==> src/rtl/adc_boxcar_decimator_pkg.sv <==
// adc_boxcar_decimator_pkg: shared widths and output field layout for the ADC boxcar path
package adc_boxcar_decimator_pkg;
  localparam int ADC_WIDTH_DEF = 14;
  localparam int LOG2_N_MAX_DEF = 10;
  localparam int KW = 4;
  localparam int OUT_LSB = 0;
  localparam int OUT_MSB = 15;
  localparam int OUT_W = OUT_MSB - OUT_LSB + 1;
  function automatic int acc_width(input int adc_width, input int log2_n_max);
    return adc_width + log2_n_max;
  endfunction
endpackage

==> src/rtl/adc_boxcar_decimator_boxcar_accumulator.sv <==
// boxcar_accumulator: sums 2^k samples and produces the floored mean at the window end
module boxcar_accumulator
  import adc_boxcar_decimator_pkg::*;
#(
  parameter int ADC_WIDTH = ADC_WIDTH_DEF,
  parameter int LOG2_N_MAX = LOG2_N_MAX_DEF
) (
  input  logic                        clk,
  input  logic                        rst,
  input  logic                        valid,
  input  logic                        clear,
  input  logic [KW-1:0]               k,
  input  logic signed [ADC_WIDTH-1:0] sample,
  output logic                        last,
  output logic signed [ADC_WIDTH-1:0] avg
);
  localparam int AW = acc_width(ADC_WIDTH, LOG2_N_MAX);
  logic signed [AW-1:0] acc, s, sum;
  logic [LOG2_N_MAX-1:0] cnt, cnt_end;
  assign s = {{LOG2_N_MAX{sample[ADC_WIDTH-1]}}, sample};
  assign sum = acc + s;
  assign cnt_end = ~({LOG2_N_MAX{1'b1}} << k);
  assign last = valid && !clear && cnt == cnt_end;
  assign avg = ADC_WIDTH'(sum >>> k);
  // accumulate valid samples; restart on clear or when the window closes
  always_ff @(posedge clk or negedge rst) begin
    if (!rst) begin
      acc <= '0;
      cnt <= '0;
    end else if (clear || last) begin
      acc <= '0;
      cnt <= '0;
    end else if (valid) begin
      acc <= sum;
      cnt <= cnt + 1'b1;
    end
  end
endmodule

==> src/rtl/adc_boxcar_decimator.sv <==
// adc_boxcar_decimator: averages 2^k channel-A ADC samples and emits one AXIS beat per window
module adc_boxcar_decimator
  import adc_boxcar_decimator_pkg::*;
#(
  parameter int ADC_WIDTH = ADC_WIDTH_DEF,
  parameter int AXIS_TDATA_WIDTH = 32,
  parameter int LOG2_N_MAX = LOG2_N_MAX_DEF
) (
  input  logic                        clk,
  input  logic                        rst,
  input  logic [AXIS_TDATA_WIDTH-1:0] S_AXIS_tdata,
  input  logic                        S_AXIS_tvalid,
  input  logic [KW-1:0]               dec_sel,
  input  logic                        clear,
  output logic [AXIS_TDATA_WIDTH-1:0] M_AXIS_tdata,
  output logic                        M_AXIS_tvalid
);
  logic first, boundary, last;
  logic [KW-1:0] k_act, k_req;
  logic signed [ADC_WIDTH-1:0] avg;
  logic unused_bits;
  assign unused_bits = ^S_AXIS_tdata[AXIS_TDATA_WIDTH-1:ADC_WIDTH];
  assign k_req = dec_sel > KW'(LOG2_N_MAX) ? KW'(LOG2_N_MAX) : dec_sel;
  assign boundary = first || clear || last;
  boxcar_accumulator #(.ADC_WIDTH(ADC_WIDTH), .LOG2_N_MAX(LOG2_N_MAX)) u_acc (
    .clk(clk),
    .rst(rst),
    .valid(S_AXIS_tvalid),
    .clear(clear),
    .k(k_act),
    .sample(S_AXIS_tdata[ADC_WIDTH-1:0]),
    .last(last),
    .avg(avg)
  );
  // latch the window exponent at boundaries and register the packed output beat
  always_ff @(posedge clk or negedge rst) begin
    if (!rst) begin
      first <= 1'b1;
      k_act <= '0;
      M_AXIS_tvalid <= 1'b0;
      M_AXIS_tdata <= '0;
    end else begin
      first <= 1'b0;
      k_act <= boundary ? k_req : k_act;
      M_AXIS_tvalid <= last;
      if (last)
        M_AXIS_tdata <= {{(AXIS_TDATA_WIDTH-OUT_W){1'b0}}, {(OUT_W-ADC_WIDTH){avg[ADC_WIDTH-1]}}, avg};
    end
  end
endmodule
==> config.mk <==
export PLATFORM = sky130hd
export DESIGN_NAME = adc_boxcar_decimator
export DESIGN_NICKNAME = d
export VERILOG_FILES = /design/src/rtl/adc_boxcar_decimator_pkg.sv /design/src/rtl/adc_boxcar_decimator_boxcar_accumulator.sv /design/src/rtl/adc_boxcar_decimator.sv
export SDC_FILE = /design/constraint.sdc
export NUM_CORES = 1
export LEC_CHECK = 0
export BUFFER_PORTS_ARGS = -buffer_cell sky130_fd_sc_hd__clkbuf_2
export CAP_MARGIN = 0
export CORE_AREA = 2 2 107 109
export CTS_BUF_LIST = sky130_fd_sc_hd__clkbuf_16
export DETAILED_ROUTE_END_ITERATION = 6
export DIE_AREA = 0 0 109 111
export HOLD_SLACK_MARGIN = 0.03
export PLACE_DENSITY_LB_ADDON = 0.15
export SETUP_SLACK_MARGIN = 0.02
export SYNTH_ARGS = -nofsm -noshare
export SYNTH_HDL_FRONTEND = slang
export SYNTH_SLANG_ARGS = --single-unit
export TNS_END_PERCENT = 10
==> constraint.sdc <==
create_clock -name clk -period 3.1 [get_ports clk]
set_input_delay 0.775 -clock clk [delete_from_list [all_inputs] [get_ports clk]]
set_output_delay 0.775 -clock clk [all_outputs]
set_load 0.02 [all_outputs]
==> results_dict.tcl <==
set metrics [dict create \
    gp_congestion 0.921 \
    insertion_delay_ns 0.31 \
    hold_viol_final 0 \
    p_int_mw 2.03 \
    grt_use_total_pct 24.2 \
    dp_hpwl_um 10700 \
    layout_min_cycle_time_ns 3.51 \
    antenna_found_initial 0 \
    drive_gt1_share_pct 31.9 \
    status "complete, but fails checks" \
    finalNonFillerCells 827 \
    ys_warn_count 0 \
    synth-main-ff-cell "dfrtp_1" \
    pwr_density_cell_nw_per_um2 547 \
    r2r_cells 11 \
    pwr-share-comb_pct 58.5 \
    slew_violations 0 \
    critPathRequiredTime_ns 3.30 \
    cts_root_buf "clkbuf_16" \
    crit_fanout 4 \
    tightest_slew_ns 0.716 \
    grt_pass1_wl_um 22900 \
    place_inst 819 \
    numCtsBuffers 5 \
    synth-edff-count 0 \
    die-width_um 109 \
    cts.sinks 54 \
    violations "negative setup slack" \
    grt_pass1_vias 4616 \
    regToRegSetupSlack_ns -0.29 \
    avgSynthCellArea_um2 8.56 \
    drv_cap 0 \
    critPathKind "in -> reg" \
    fin_ws_ns -0.414 \
    netlist_instances 566 \
    synth-seq-cells 54 \
    overflow 0 \
    clk_pin_slew_ns 0.08 \
    leakagePower_nw 2.92 \
    hold_buffers 0 \
    fin_worst_skew_ns 0.00830 \
    dieArea_um2 12100 \
    fin_crit_sh_pct 113 \
    worstHoldPathType "in -> async" \
    fp.coreArea_um2 11100 \
    fmax_ghz 0.285 \
    switching_share_pct 40.1 \
    floorplan.initialDensity_pct 43.8 \
    synth_cell_types 70 \
    setup_tns_ns -2.61 \
    timing.rr.start "u_acc.acc[0]$_DFFE_PN0P_" \
    portBuffers 38 \
    drt.antenna.violating_nets 0 \
    vias 4682 \
    pwr-share-seq_pct 24.1 \
    endpoint "M_AXIS_tdata[1]$_DFFE_PN0P_" \
    crit_arrival_ns 3.71 \
    clock_path_buffers 2 \
    crit_path_end_kind "register" \
    antenna_cells 0 \
    rr_endpoint "M_AXIS_tdata[1]$_DFFE_PN0P_" \
    netlist_area_um2 4850 \
    synth-async-reset-ratio_pct 100 \
    syn_to_final_growth_pct 28.1 \
    htree_levels 2 \
    power.total_mw 3.40 \
    clkPwrFrac_pct 17.4 \
    grt_max_degree 29 \
    dr.pass1.iters 4 \
    via_per_inst 5.66 \
    drtIter0Drc 267 \
    ios 73 \
    dieHeight_um 111 \
    wl_per_cell_um 16.9 \
    rows 39 \
    slew_headroom_pct 52.2 \
    critPathLaunchType "input port" \
    layout.nets 748 \
    rsz0062_at_grt "true" \
    seq_area_frac_synth_pct 27.9 \
    ir_worst_vdd_uv 285 \
    routed_wl_um 13900 \
    crit_start "S_AXIS_tdata[0]" \
    p_sw_mw 1.36 \
    drc_errors 0 \
    cts_tree "built" \
    finalSetupViolations 13 \
]
==> what timing repair did <==
item	in CTS	in global routing
endpoints found under the setup margin	14	15
setup buffers	0	0
gates resized for setup	19	29
pin swaps	11	9
cloned	0	0
==> cell usage in the layout, fill, tap and decap left out, types with 11 or more instances in the layout <==
cell type	count
buf_4	106
clkbuf_2	37
ha_1	20
dfrtp_1	53
nor2_1	68
conb_1	17
mux2i_1	25
xor2_1	18
xnor2_1	11
nand2_1	45
nor3_1	17
o21ai_0	22
a21oi_1	39
mux4_2	11
==> how the worst min path moves through the flow <==
stage	startpoint	slack, ns	endpoint	cells after the start
after floorplan	rst	0.48	M_AXIS_tdata[0]$_DFFE_PN0P_	0
after global placement	M_AXIS_tdata[6]$_DFFE_PN0P_	0.50	M_AXIS_tdata[6]$_DFFE_PN0P_	2
after detailed placement	M_AXIS_tdata[6]$_DFFE_PN0P_	0.51	M_AXIS_tdata[6]$_DFFE_PN0P_	2
after CTS	rst	0.53	u_acc.acc[6]$_DFFE_PN0P_	1
after global routing	rst	0.56	u_acc.acc[6]$_DFFE_PN0P_	1
final	rst	0.50	u_acc.acc[6]$_DFFE_PN0P_	1
==> power by group through the flow <==
stage	logic, mW	registers [mW]	clock network (mW)
final	1.99	0.819	0.591
after global routing	2.16	0.828	0.639
after CTS	1.91	0.817	0.609
after detailed placement	1.86	0.830	0
after global placement	1.83	0.828	0
after floorplan	1.11	0.824	0
==> through the flow <==
step	worst slack [ns]	utilization, %	hold WS [ns]	cell area (µm²)
after floorplan	-0.584	-	0.479	4930
final	-0.414	56.1	0.504	6210
after CTS	-0.356	54.7	0.530	6060
after global routing	-0.478	56.1	0.559	6210
after global placement	-0.756	52.6	0.499	5830
after detailed placement	-0.808	52.6	0.513	5830
==> critical path, cell delays in order <==
cell and delay (ns):
buf_6 0.09, ha_4 0.15, fa_2 0.34, a21o_1 0.20, a221o_1 0.43, a21oi_2 0.19, o21ai_2 0.10, xor2_2 0.17
mux2_4 0.28, mux2_4 0.28, mux4_2 0.45, mux2_4 0.26
==> synth_stat cells (4+ instances only) <==
| cell | n | area (µm²) |
|---|---|---|
| xor2_1 | 20 | 175 |
| nand3_1 | 4 | 20.0 |
| xnor2_1 | 12 | 105 |
| nor2b_1 | 4 | 25.0 |
| nand2_1 | 46 | 173 |
| mux4_2 | 11 | 248 |
| nand2b_1 | 4 | 25.0 |
| dfrtp_1 | 53 | 1330 |
| mux2i_1 | 26 | 260 |
| a21o_1 | 10 | 75.1 |
| nor3_1 | 19 | 95.1 |
| o211ai_1 | 7 | 52.6 |
| o22ai_1 | 8 | 50.1 |
| inv_1 | 7 | 26.3 |
| o21ai_0 | 25 | 125 |
| clkbuf_1 | 25 | 93.8 |
| a211oi_1 | 13 | 97.6 |
| and3_1 | 10 | 62.6 |
| a21oi_1 | 45 | 225 |
| a2111oi_0 | 4 | 35.0 |
| mux2_2 | 6 | 67.6 |
| nor2_1 | 69 | 259 |
| nand4_1 | 7 | 43.8 |
| o31ai_1 | 6 | 45.0 |
| or2_2 | 4 | 25.0 |
| a31oi_1 | 4 | 25.0 |
| buf_4 | 19 | 143 |
| ha_1 | 24 | 300 |
| and2_1 | 8 | 50.1 |
==> layer usage <==
metal	track usage, %	vias up	part of all wire [%]
met1	32.8	2235	44
met2	39.5	148	48
met3	3.88	19	6.1
li1	-	2280	-
met4	7.35	0	2.1
met5	0	-	0
==> registers in the layout (all words and copies together), names as in the netlist <==
register / flops
k_act: 4
first: 1
M_AXIS_tvalid: 1
u_acc.cnt: 10
M_AXIS_tdata: 14
u_acc.acc: 24
==> area by class of cell <==
cell class | instances | area [µm²]
fill | 1000 | 4870
sequential | 54 | 1350
clock buffer | 5 | 125
inverter | 10 | 37.5
multi-input combinational | 467 | 3480
timing repair buffer | 145 | 1010
clock inverter | 3 | 21.3
tap | 143 | 179
==> cells by family (layout without fill, tap and decap cells) <==
family / Yosys count / in the layout / share of synthesized area, %
compound gates: 161 / 161 / 22.4
xor+xnor: 32 / 32 / 5.78
fa+ha+maj: 26 / 26 / 6.81
buf+inv: 61 / 163 / 6.61
flops: 54 / 54 / 27.9
mux: 46 / 46 / 12.7
other cells: 1 / 17 / 0.0774
simple gates: 185 / 185 / 17.7
Note: power is estimated with default switching activity, not from simulation.
